### src/rtl/bsg_fifo_1r1w_small_mc.sv
// Multi-channel small 1r1w FIFO: channels_p independent register-array FIFOs
// draining through one round-robin arbitrated valid/yumi port with a sticky grant.
module bsg_fifo_1r1w_small_mc #(
  parameter int width_p              = 16,
  parameter int els_p                = 4,
  parameter int channels_p           = 2,
  parameter bit ready_THEN_valid_p   = 1'b0,
  parameter int almost_full_thresh_p = els_p - 1,
  localparam int ptr_w = (els_p > 2) ? $clog2(els_p) : 1,
  localparam int cnt_w = $clog2(els_p + 1),
  localparam int id_w  = (channels_p > 2) ? $clog2(channels_p) : 1
) (
  input  logic                          clk_i,
  input  logic                          reset_n_i,
  input  logic [channels_p-1:0]         v_i,
  output logic [channels_p-1:0]         ready_param_o,
  input  logic [channels_p*width_p-1:0] data_i,
  output logic                          v_o,
  output logic [width_p-1:0]            data_o,
  output logic [id_w-1:0]               chan_o,
  input  logic                          yumi_i,
  output logic [channels_p*cnt_w-1:0]   count_o,
  output logic [channels_p-1:0]         almost_full_o
);

  logic [width_p-1:0]    mem  [channels_p][els_p];
  logic [ptr_w-1:0]      wptr [channels_p];
  logic [ptr_w-1:0]      rptr [channels_p];
  logic [cnt_w-1:0]      cnt  [channels_p];
  logic [channels_p-1:0] full, empty, enq, deq;
  logic [id_w-1:0]       rr_ptr, held_chan, arb_chan, grant, idx;
  logic                  held, found, yumi_ok;

  // Every status flag is a function of the registered counts only.
  always_comb begin
    full          = '0;
    empty         = '0;
    almost_full_o = '0;
    count_o       = '0;
    for (int c = 0; c < channels_p; c++) begin
      full[c]          = (cnt[c] == cnt_w'(els_p));
      empty[c]         = (cnt[c] == '0);
      almost_full_o[c] = (cnt[c] >= cnt_w'(almost_full_thresh_p));
      count_o[c*cnt_w +: cnt_w] = cnt[c];
    end
  end

  assign ready_param_o = reset_n_i ? ~full : '0;
  assign enq           = v_i & ready_param_o;
  assign v_o           = ~&empty;

  // First non-empty channel at or after rr_ptr, searched cyclically.
  always_comb begin
    arb_chan = '0;
    found    = 1'b0;
    idx      = '0;
    for (int k = 0; k < channels_p; k++) begin
      idx = id_w'((int'(rr_ptr) + k) % channels_p);
      if (!found && !empty[idx]) begin
        found    = 1'b1;
        arb_chan = idx;
      end
    end
  end

  assign grant   = held ? held_chan : arb_chan;
  assign chan_o  = v_o ? grant : '0;
  assign data_o  = v_o ? mem[grant][rptr[grant]] : '0;
  assign yumi_ok = yumi_i & v_o;

  always_comb begin
    deq = '0;
    for (int c = 0; c < channels_p; c++) begin
      deq[c] = yumi_ok && (grant == id_w'(c));
    end
  end

  always_ff @(posedge clk_i or negedge reset_n_i) begin
    if (!reset_n_i) begin
      for (int c = 0; c < channels_p; c++) begin
        wptr[c] <= '0;
        rptr[c] <= '0;
        cnt[c]  <= '0;
      end
    end else begin
      for (int c = 0; c < channels_p; c++) begin
        if (enq[c]) wptr[c] <= (wptr[c] == ptr_w'(els_p - 1)) ? '0 : wptr[c] + 1'b1;
        if (deq[c]) rptr[c] <= (rptr[c] == ptr_w'(els_p - 1)) ? '0 : rptr[c] + 1'b1;
        if (enq[c] && !deq[c])      cnt[c] <= cnt[c] + 1'b1;
        else if (!enq[c] && deq[c]) cnt[c] <= cnt[c] - 1'b1;
      end
    end
  end

  // The grant is latched while the head is offered but not taken, so the
  // consumer never sees chan_o/data_o change under a pending valid.
  always_ff @(posedge clk_i or negedge reset_n_i) begin
    if (!reset_n_i) begin
      held      <= 1'b0;
      held_chan <= '0;
      rr_ptr    <= '0;
    end else if (yumi_ok) begin
      held   <= 1'b0;
      rr_ptr <= (grant == id_w'(channels_p - 1)) ? '0 : grant + 1'b1;
    end else begin
      held      <= v_o;
      held_chan <= grant;
    end
  end

  always_ff @(posedge clk_i) begin
    for (int c = 0; c < channels_p; c++) begin
      if (enq[c]) mem[c][wptr[c]] <= data_i[c*width_p +: width_p];
    end
  end

  a_yumi_needs_valid: assert property (
    @(posedge clk_i) disable iff (!reset_n_i) yumi_i |-> v_o);

  if (ready_THEN_valid_p) begin : g_rtv
    a_valid_needs_ready: assert property (
      @(posedge clk_i) disable iff (!reset_n_i) (v_i & ~ready_param_o) == '0);
  end

endmodule
### config.mk
export PLATFORM = sky130hd
export DESIGN_NAME = bsg_fifo_1r1w_small_mc
export DESIGN_NICKNAME = d
export VERILOG_FILES = /design/src/rtl/bsg_fifo_1r1w_small_mc.sv
export SDC_FILE = /design/constraint.sdc
export NUM_CORES = 1
export LEC_CHECK = 0
export BUFFER_PORTS_ARGS = -buffer_cell sky130_fd_sc_hd__buf_2
export CAP_MARGIN = 25
export CORE_MARGIN = 2
export CORE_UTILIZATION = 30
export DETAILED_ROUTE_END_ITERATION = 10
export PLACE_DENSITY = 0.43
export RECOVER_POWER = 25
export SETUP_SLACK_MARGIN = 0.2
export SLEW_MARGIN = 0
export SYNTH_ARGS = -nofsm -noshare
export SYNTH_HDL_FRONTEND = slang
export SYNTH_SLANG_ARGS = --single-unit
### constraint.sdc
create_clock -name clk_i -period 2.85 [get_ports clk_i]
set_input_delay 0.1425 -clock clk_i [delete_from_list [all_inputs] [get_ports clk_i]]
set_output_delay 0.1425 -clock clk_i [all_outputs]
set_load 0.05 [all_outputs]
# Word-level counts from Yosys, hierarchy flattened
# Memory sizes are Yosys's and may differ from the RTL's.
# Index checks and enable logic that the tools add are counted.
[totals] regBits=17 latch_bits=0 ramBits=128 romBits=0 inputBits=37 output_inout_bits=28 word_cells=98 mem_count=1
[memory_table] memory="mem" depth=2 width=64 rd=1 rd_ports_with_merged_regs=0 write_ports=2 line="26" rtl="logic [width_p-1:0] mem [channels_p][els_p];"
[classes] add_sub_neg=10 multipliers=0 div=0 n_lt_le_gt_ge=10 n_eq_ne=6 n_shift=0 mux=34 bitwise_logic=8 n_reduce_logical=20
[op_table] op="$mux 64" count=2
[op_table] op="$mux 16" count=5
[op_table] op="$demux 16 s2" count=2
[op_table] op="$bmux 16 s2" count=1
[op_table] op="$mux 2" count=8
[op_table] op="$mux 1" count=12
[op_table] op="$mux 3" count=4
[op_table] op="$ge 3x3->1 const B" count=3
[op_table] op="$logic_and 1x1->1" count=9
[op_table] op="$not 2->3" count=3
[op_table] op="$add 2x1->2 const B" count=4
[op_table] op="$eq 2x2->1 const B" count=4
[op_table] op="$add 3x1->3 const B" count=2
[op_table] op="$eq 3x3->1 const B" count=2
[op_table] op="$ge 3x2->1 const B" count=2
[op_table] op="$logic_not 1->1" count=6
[op_table] op="$logic_not 3->1" count=2
[op_table] op="$lt 3x1->1 const B" count=2
[op_table] op="$sub 3x1->3 const B" count=2
[op_table] op="$lt 1x2->1 const B" count=2
[op_table] op="$reduce_bool 2->1" count=2
[op_table] op="$add 1x1->1 const B" count=2
[op_table] op="$and 2x2->2" count=1
[op_table] op="$ge 2x2->1 const B" count=1
[op_table] op="5 further kinds" count=5

# Logic depth before layout (Yosys ltp)
# Gate-level depths: netlist (run 1).
[depth] ltp_word=16 ltp_mapped=12 ltp_nobuf=11

# Least setup slack after synthesis (run 1)
# OpenSTA, ideal clock, no wires.
[synth_timing] path_kind="reg-to-reg" from="register cnt (netlist bit count_o[4])" to="register cnt (netlist bit count_o[5])" setup_ps=83 arrival_ps=3455 required_time_ps=2767 setup_slack_ps=-688 path_stages_with_launch=10 n_path_buf=0 period_less_slack_ps=3538 cell_sequence="dfrtp_1 nor2_1 a21boi_0 and2_1 ha_1 inv_1 fa_1 xor2_1 nor2_1 xor2_1"
[synth_between] elab_cells_between_ends=27 classes_between="add/sub: 2; eq/ne: 1; mux: 10; bitwise: 3; reduce/logical: 11"
[synth_rtl] item="start: declaration" line="29" rtl="logic [cnt_w-1:0] cnt [channels_p];"
[synth_rtl] item="start signal: indexed assignment" line="89" rtl="if (enq[c] && !deq[c]) cnt[c] <= cnt[c] + 1'b1;"
[synth_rtl] item="start signal: indexed assignment" line="90" rtl="else if (!enq[c] && deq[c]) cnt[c] <= cnt[c] - 1'b1;"
[synth_rtl] item="$eq 3x3->1 (*)" line="41" rtl="full[c] = (cnt[c] == cnt_w'(els_p));"
[synth_rtl] item="$not 2->2 (*)" line="48" rtl="assign ready_param_o = reset_n_i ? ~full : '0;"
[synth_rtl] item="$mux 2 (*)" line="48"
[synth_rtl] item="net ready_param_o[1]" line="16" rtl="output logic [channels_p-1:0] ready_param_o,"
[synth_rtl] item="$and 2x2->2 (*)" line="49" rtl="assign enq = v_i & ready_param_o;"
[synth_rtl] item="net enq[1]" line="30" rtl="logic [channels_p-1:0] full, empty, enq, deq;"
[synth_rtl] item="$logic_not 1->1" line="90"
[synth_rtl] item="$logic_and 1x1->1" line="90"
[synth_rtl] item="$reduce_bool 2->1 (no source line)"
# The timed path passes the listed nets; every way through them passes the cells marked *. The select of a mux whose other input is x is not followed.
# A chain may end at the register's enable or synchronous reset.

# Final worst setup path (run 1)
[layout_timing] from="register cnt (netlist bit count_o[5])" to="output port data_o[0]"
[layout_between] elab_chain_len=16 elab_cells_between_ends=21 classes_between="mux: 14; bitwise: 2; reduce/logical: 4; memory: 1"
[layout_lines] item="$logic_not 3->1 (*)" line="42" rtl="empty[c] = (cnt[c] == '0);"
[layout_lines] item="$mux 1 (not written as such) (2 in a row)" line="59" rtl="if (!found && !empty[idx]) begin"
[layout_lines] item="$logic_not 1->1" line="59"
[layout_lines] item="$logic_and 1x1->1" line="59"
[layout_lines] item="$mux 1" line="59"
[layout_lines] item="$mux 1" line="66" rtl="assign grant = held ? held_chan : arb_chan;"
[layout_lines] item="$not 1->2 (not written as such)" line="68" rtl="assign data_o = v_o ? mem[grant][rptr[grant]] : '0;"
[layout_lines] item="$mux 2 (not written as such) (3 in a row)" line="68"
[layout_lines] item="$not 2->3 (not written as such)" line="68"
[layout_lines] item="$bmux 16 s2" line="68"
[layout_lines] item="$mux 16 (not written as such) (2 in a row)" line="68"
[layout_lines] item="$mux 16 (*)" line="68"
[layout_lines] item="end: declaration" line="19" rtl="output logic [width_p-1:0] data_o,"
# Mark *: on every way between the ends. The rest lies on a longest branch, timed or not. The select of a mux whose other input is x is not followed.

==> results.json, run 1 <==
{
  "io_buffer_count": 64,
  "dieArea_um2": 20800,
  "ys_seq_elements": 145,
  "synth_edf_count": 128,
  "netlist_area_um2": 5910,
  "slew_viol_final": 0,
  "grt_pass1_vias": 3388,
  "cp_slowest_cell": "or4_4",
  "synth_most_common_cell": "edfxtp_1",
  "start_kind": "register",
  "min_path_type": "in2async",
  "cts_sinks": 145,
  "io_pins": 65,
  "tightest_slew_ns": 0.843,
  "cts.clk_slew.worst_paths_ns": 0.06,
  "cts_tree": "built",
  "dr.pass1.iters": 4,
  "vias": 3195,
  "ys_types": 31,
  "fp.dieH_um": 144,
  "vdd_ir_drop_max_mv": 1.27,
  "drtAntennaViolNets": 0,
  "synth_commonest_cells": "edfxtp_1, nand2_1, mux4_2",
  "initial_utilization_pct": 30.4,
  "antenna_cells": 0,
  "synthTopCellsByArea": "edfxtp_1, mux4_2, dfrtp_1",
  "setup_tns_ns": 0,
  "cp-end-kind": "primary output",
  "syn_nets": 367,
  "numCtsBuffers": 17,
  "rows": 51,
  "die-width_um": 144,
  "htree_levels": 4,
  "dpl.hpwl_mm": 7.86,
  "max_freq_mhz": 392,
  "clock_latency_ns": 0.42,
  "dr.first_iter.drc_count": 152,
  "nNetsFinal": 489,
  "synth-async-reset-ratio_pct": 11.7,
  "skew_ns": 0.00820,
  "min_period_ns": 2.55,
  "post-place-ws_ns": 0.176,
  "root_buffer": "clkbuf_16",
  "grt_usage_pct": 12.7,
  "setup_viol": 0,
  "yosysSeqAreaShare_pct": 72.3,
  "maxCapViolations": 0,
  "synth_largest_area_cell": "edfxtp_1",
  "remaining_drc_errors": 0,
  "layout_setup_ws_ns": 0.302,
  "yosys.area.top_type_share_pct": 65.1,
  "leakage_nw": 2.71,
  "routedWlPerCell_um": 17.1,
  "grt_max_degree": 20,
  "grt_remaining_overflow": 0,
  "synth.avg_cell_area_um2": 18.7,
  "cellPowerDensity_nw_per_um2": 1120,
  "crit_chain": "or4_4, o311ai_4, buf_6, nand2_1, a21oi_1, buf_4",
  "max_slew_margin_pct": 43.8,
  "coreArea_um2": 19400,
  "ys.flop_type": "edfxtp_1",
  "critPathMaxStageDelay_ns": 0.58,
  "synthToLayoutAreaGrowth_pct": 28.5,
  "antenna_found_initial": 0,
  "gp_congestion": 0.775,
  "drive_gt1_share_pct": 32.8,
  "power.total_mw": 8.51,
  "arrival_ns": 2.41,
  "grt_pass1_wl_mm": 18.8,
  "hold_violations": 0,
  "viasPerCell": 4.46,
  "status": "finished clean",
  "cp.required_ns": 2.71,
  "cts_buffer_depth": 2,
  "syn_inst": 316,
  "yosys_warnings": 0,
  "worstSetupPathType": "reg2out",
  "rsz0062_at_grt": "no",
  "period_share_pct": 89.4,
  "worstPathMaxFanout": 18,
  "routed_wl_mm": 12.2
}
-- cell usage in the layout (no fill, tap or decap), types with 6 or more instances in the layout --
master	n
a21oi_1	19
and2_1	6
buf_2	42
buf_4	21
clkbuf_1	18
clkbuf_16	17
dfrtp_1	11
dfrtp_2	6
dlygate4sd3_1	34
edfxtp_1	128
ha_1	12
inv_1	8
mux4_2	32
nand2_1	35
nor2_1	11
-- through the flow --
step	hold WS [ns]	area [um^2]	cells	utilization, %
after floorplan	-0.153	5930	316	-
after global placement	0.0836	6630	647	34.2
after detailed placement	0.0847	6630	647	34.2
after CTS	0.169	7580	714	39.1
after global routing	0.186	7590	716	39.1
final	0.166	7590	716	39.1
-- critical path, delay by kind of cell (launching register included) --
kind                   cells  cell delay [ns]
AO/OA/AOI/OAI              2             0.42
buffers and inverters      2             0.48
flip-flops                 1             0.44
AND/OR/NAND/NOR            2             0.64
-- metal layers --
| metal | wire, um | GRT usage, % |
|---|---|---|
| met1 | 5870 | 16.7 |
| met2 | 5740 | 20.1 |
| met3 | 472 | 3.91 |
| met4 | 143 | 4.45 |
| met5 | 0 | 0 |
-- registers in the layout, summed over array words and instances (netlist names) --
| name | count |
|---|---|
| held | 1 |
| count_o | 6 |
| wptr | 4 |
| rptr | 4 |
| held_chan | 1 |
| mem | 128 |
| rr_ptr | 1 |
-- final timing paths --
check / from / endpoint / slack [ns] / cells past startpoint
max: count_o[5]$_DFFE_PN0P_ / data_o[0] / 0.30 / 6
min: reset_n_i / wptr[0]$_DFFE_PN0P_ / 0.17 / 2
max reg2reg: count_o[5]$_DFFE_PN0P_ / count_o[5]$_DFFE_PN0P_ / 0.31 / 10
min reg2reg: held_chan$_DFFE_PN0P_ / held_chan$_DFFE_PN0P_ / 0.53 / 1
max in group asynchronous: reset_n_i / count_o[5]$_DFFE_PN0P_ / 2.25 / 3
min in group clk_i: v_i[0] / wptr[2]$_DFFE_PN0P_ / 0.19 / 5
-- area by class of cell --
type	count	area [um^2]
clock buffer	18	429
clock inverter	14	171
fill	1830	11800
inverter	9	33.8
multi-input combinational	150	1560
sequential	145	4280
tap	265	332
timing repair buffer	115	783
-- logic make-up after synthesis --
group	share of synthesized area, %
flip-flops	72.3
AND/OR/NAND/NOR	4.92
multiplexers	13.9
AO/OA/AOI/OAI	3.24
buffers and inverters	1.59
adder cells (fa/ha/maj)	3.22
XOR/XNOR	0.890
-- power by group --
| part | internal [mW] | switching, mW |
|---|---|---|
| Clock | 1.32 | 0.927 |
| Combinational | 1.21 | 2.18 |
| Sequential | 2.65 | 0.234 |
| Total | 5.18 | 3.34 |
-- what timing repair did --
| item | in CTS | in global routing |
|---|---|---|
| hold buffers | 34 | 0 |
| resized for setup | 2 | 7 |
| setup buffers | 1 | 2 |
| hold endpoints to repair | 146 | 0 |
| endpoints found under the setup margin | 3 | 11 |
Note: power is estimated with default switching activity, not from simulation.
==> run 2: changes to the inputs <==
Settings changed: CTS_BUF_LIST set to sky130_fd_sc_hd__clkbuf_4 sky130_fd_sc_hd__clkbuf_8 sky130_fd_sc_hd__clkbuf_16.
==> run 2 against run 1 <==
Worst hold slack unchanged. Combinational power about the same. Clock skew unchanged. Cell count unchanged. Critical path type unchanged. Largest cell class unchanged.
==> results.json, run 2 (same netlist as run 1, synthesis figures left out) <==
{
  "status": "finished clean",
  "numCtsBuffers": 17,
  "io_buffer_count": 64,
  "period_share_pct": 89.4,
  "cellPowerDensity_nw_per_um2": 1120,
  "viasPerCell": 4.46,
  "grt_pass1_wl_mm": 18.8,
  "max_slew_margin_pct": 43.8,
  "dr.pass1.iters": 4,
  "intPower_mw": 5.19,
  "hold_violations": 0,
  "remaining_drc_errors": 0,
  "dr.first_iter.drc_count": 152,
  "cts_sinks": 145,
  "coreArea_um2": 19400,
  "clkPwrFrac_pct": 26.5,
  "routed_wl_mm": 12.2,
  "skew_ns": 0.00820,
  "timing.rr.start": "count_o[5]$_DFFE_PN0P_",
  "root_buffer": "clkbuf_16",
  "dpl.hpwl_mm": 7.86,
  "rsz0062_at_grt": "no",
  "final_cell_mix": "edfxtp_1, buf_2, nand2_1, dlygate4sd3_1, mux4_2",
  "combPwrFrac_pct": 39.7,
  "min_period_ns": 2.55,
  "post-place-ws_ns": 0.176,
  "antenna_found_initial": 0,
  "cp-end-kind": "primary output",
  "initial_utilization_pct": 30.4,
  "fill_cells": 1830,
  "largest_reg_flops": 128,
  "io_pins": 65,
  "setup_viol": 0,
  "swShare_pct": 39.2,
  "start_kind": "register",
  "arrival_ns": 2.41,
  "layout_setup_ws_ns": 0.302,
  "max_freq_mhz": 392,
  "cts_buffer_depth": 2,
  "cp.required_ns": 2.71,
  "whs_ns": 0.166,
  "grt_pass1_vias": 3388,
  "utilization_pct": 39.1,
  "grt_remaining_overflow": 0,
  "dieArea_um2": 20800,
  "worstSetupPathType": "reg2out",
  "rows": 51,
  "seq_power_share_pct": 33.8,
  "antenna_cells": 0,
  "cts.clk_slew.worst_paths_ns": 0.06,
  "grt_usage_pct": 12.7,
  "min_path_type": "in2async",
  "gp_congestion": 0.775,
  "vdd_ir_drop_max_mv": 1.27,
  "nNetsFinal": 489,
  "die-width_um": 144,
  "drive_gt1_share_pct": 33.0,
  "tightest_slew_ns": 0.843,
  "synthToLayoutAreaGrowth_pct": 28.5,
  "timing.reg2reg.setup_slack_ns": 0.31,
  "clock_latency_ns": 0.42,
  "worstPathMaxFanout": 18,
  "slew_viol_final": 0,
  "p_sw_mw": 3.34,
  "routedWlPerCell_um": 17.1,
  "cts_tree": "built",
  "maxCapViolations": 0,
  "startpoint": "count_o[5]$_DFFE_PN0P_",
  "final_common_cell": "edfxtp_1",
  "drtAntennaViolNets": 0,
  "vias": 3195,
  "leakage_nw": 2.71,
  "fp.dieH_um": 144,
  "grt_max_degree": 20,
  "htree_levels": 4,
  "setup_tns_ns": 0
}
## run 2: area by class of cell
class                           instances  area [um^2]  area share (%)
Tap cell                              265          332            4.37
Clock buffer                           18          433            5.70
Inverter                                9         33.8           0.445
Multi-Input combinational cell        150         1560            20.6
Sequential cell                       145         4280            56.3
Clock inverter                         14          171            2.26
Timing Repair Buffer                  115          783            10.3
## run 2: final timing paths
path / to / cells after the start
min in group clk_i: wptr[2]$_DFFE_PN0P_ / 5
min: wptr[0]$_DFFE_PN0P_ / 2
max reg2reg: count_o[5]$_DFFE_PN0P_ / 10
max: data_o[0] / 6
max in group asynchronous: count_o[5]$_DFFE_PN0P_ / 3
min reg2reg: held_chan$_DFFE_PN0P_ / 1
## run 2: repair_timing
item | 4_1_cts | 5_1_grt
gates cloned | 0 | 0
gates resized for setup | 2 | 7
endpoints found under the hold margin | 146 | 0
setup buffers | 1 | 2
endpoints found under the setup margin | 3 | 11
hold buffers | 34 | 0
## run 2: power by group through the flow
stage	Sequential, mW	Combinational, mW	Clock, mW
3_5_place_dp	2.94	3.33	0
6_report	2.88	3.39	2.26
4_1_cts	2.89	3.40	2.32
3_3_place_gp	2.93	3.32	0
5_1_grt	2.92	3.67	2.40
2_1_floorplan	3.00	2.38	0
## run 2: worst max-delay path, cell delays in order, from the launching register on
cell and delay [ns]:
dfrtp_2 0.44, or4_4 0.58, o311ai_4 0.11, buf_6 0.21, nand2_1 0.06, a21oi_1 0.31, buf_4 0.27
## run 2: metal layers
metal  vias up  part of all wire, %  global-route usage, %
met5         -                    0                      0
met4         0                  1.2                   4.45
met3        15                  3.9                   3.91
met2        72                   47                   20.1
met1      1634                   48                   16.7
li1       1474                    -                      -
## run 2: per-stage QoR
step                      cell area (um^2)  total power, mW  cells
after floorplan                       5930             5.38    316
after global placement                6630             6.25    647
after detailed placement              6630             6.27    647
after CTS                             7580             8.62    714
after global routing                  7590             9.00    716
final                                 7590             8.52    716
==> run 3: changes to the inputs <==
Settings changed: MAX_ROUTING_LAYER set to met4.
==> run 3 against run 2 <==
First-iteration DRC count up 20%. Register-to-register slack about the same. Via count shrank 0.66%. Clock-buffer cell count unchanged. Non-clock buffer count is the same. Die area unchanged. Critical endpoint is now data_o[4].
==> results.json, run 3 (same netlist as run 1, synthesis figures left out) <==
{
  "initial_utilization_pct": 30.4,
  "root_buffer": "clkbuf_16",
  "maxCapViolations": 0,
  "rsz0062_at_grt": "no",
  "synthToLayoutAreaGrowth_pct": 28.5,
  "multi_input_area_um2": 1560,
  "drtAntennaViolNets": 0,
  "nNetsFinal": 489,
  "power.total_mw": 8.53,
  "min_path_type": "in2async",
  "post-place-ws_ns": 0.176,
  "dr.first_iter.drc_count": 183,
  "slew_viol_final": 0,
  "setup_viol": 0,
  "cts_sinks": 145,
  "period_share_pct": 89.2,
  "critPathMaxStageDelay_ns": 0.58,
  "skew_ns": 0.00794,
  "hold_violations": 0,
  "grt_remaining_overflow": 0,
  "coreArea_um2": 19400,
  "final_common_cell": "edfxtp_1",
  "fill_cells": 1830,
  "routed_wl_mm": 12.2,
  "gp_congestion": 0.786,
  "combPwrFrac_pct": 39.8,
  "io_buffer_count": 64,
  "cts_tree": "built",
  "cellPowerDensity_nw_per_um2": 1120,
  "layout_setup_ws_ns": 0.309,
  "grt_pass1_vias": 3379,
  "antenna_cells": 0,
  "cts_buffer_depth": 2,
  "antenna_found_initial": 0,
  "min_period_ns": 2.54,
  "tightest_slew_ns": 0.858,
  "largest_reg_flops": 128,
  "worstSetupPathType": "reg2out",
  "numCtsBuffers": 17,
  "routedWlPerCell_um": 17.1,
  "postPlaceCellArea_um2": 6630,
  "vias": 3174,
  "htree_levels": 4,
  "remaining_drc_errors": 0,
  "vdd_ir_drop_max_mv": 1.27,
  "viasPerCell": 4.43,
  "rows": 51,
  "p_sw_mw": 3.34,
  "io_pins": 65,
  "cts.clk_slew.worst_paths_ns": 0.06,
  "setup_tns_ns": 0,
  "clkPwrFrac_pct": 26.4,
  "dieArea_um2": 20800,
  "seqCellArea_um2": 4280,
  "seq_power_share_pct": 33.8,
  "cp-end-kind": "primary output",
  "drive_gt1_share_pct": 33.0,
  "dr.pass1.iters": 4,
  "grt_max_degree": 20,
  "arrival_ns": 2.40,
  "max_freq_mhz": 393,
  "max_slew_margin_pct": 42.8,
  "final_cell_mix": "edfxtp_1, buf_2, nand2_1, dlygate4sd3_1, mux4_2",
  "intPower_mw": 5.19,
  "dpl.hpwl_mm": 7.86,
  "cp_slowest_cell": "or4_4",
  "fin_area_um2": 7590,
  "swShare_pct": 39.2,
  "fp.dieH_um": 144,
  "status": "finished clean",
  "crit_chain": "or4_4, o311ai_4, buf_6, nand2_1, a21oi_1, buf_4",
  "grt_pass1_wl_mm": 18.9,
  "cp.required_ns": 2.71,
  "die-width_um": 144,
  "leakage_nw": 2.71,
  "clock_latency_ns": 0.42,
  "worstPathMaxFanout": 18,
  "start_kind": "register",
  "grt_usage_pct": 13.1
}
[run 3: cell counts in the layout (fill, tap and decap cells not counted)]
Identical to the previous run, type by type.
[run 3: per-layer routing]
metal | share of wire, % | wire [um] | GRT usage (%)
met5 | 0 | 0 | -
met4 | 0.92 | 112 | 4.45
met3 | 3.8 | 461 | 3.71
met2 | 47 | 5770 | 20.0
met1 | 48 | 5890 | 17.0
[run 3: per-stage QoR]
stage | utilization [%] | std cells | hold WS [ns]
after floorplan | - | 316 | -0.153
after global placement | 34.2 | 647 | 0.0836
after detailed placement | 34.2 | 647 | 0.0847
after CTS | 39.1 | 714 | 0.169
after global routing | 39.1 | 716 | 0.184
final | 39.1 | 716 | 0.168
[run 3: power by group through the flow]
stage                     Sequential, mW  Clock [mW]  Combinational, mW
final                               2.88        2.26               3.39
after CTS                           2.89        2.32               3.40
after detailed placement            2.94           0               3.33
after global routing                2.92        2.40               3.67
after floorplan                     3.00           0               2.38
after global placement              2.93           0               3.32
[run 3: timing repair]
item | CTS | global route
gates resized for setup | 2 | 7
hold endpoints to repair | 146 | 0
buffers inserted | 1 | 2
endpoints found under the setup margin | 3 | 11
hold buffers | 34 | 0
[run 3: path summary, 6_finish.rpt]
kind / start / end / slack (ns) / depth (start not counted)
min in group clk_i: v_i[0] / wptr[2]$_DFFE_PN0P_ / 0.19 / 5
worst max-delay path: count_o[5]$_DFFE_PN0P_ / data_o[4] / 0.31 / 6
worst min-delay path: reset_n_i / wptr[0]$_DFFE_PN0P_ / 0.17 / 2
max in group asynchronous: reset_n_i / count_o[5]$_DFFE_PN0P_ / 2.25 / 3
worst min register to register: held_chan$_DFFE_PN0P_ / held_chan$_DFFE_PN0P_ / 0.52 / 1
worst max register to register: count_o[5]$_DFFE_PN0P_ / count_o[5]$_DFFE_PN0P_ / 0.31 / 10
[run 3: critical path, delay by kind of cell, from the launching register on]
kind | cells | cell delay (ns)
compound gates | 2 | 0.41
simple gates | 2 | 0.65
buf+inv | 2 | 0.49
flops | 1 | 0.44
[run 3: layout make-up]
cell class	instances	share of cell area, %
multi-input combinational	150	20.6
clock inverter	14	2.26
sequential	145	56.3
timing repair buffer	115	10.3
tap	265	4.37
inverter	9	0.445
clock buffer	18	5.70
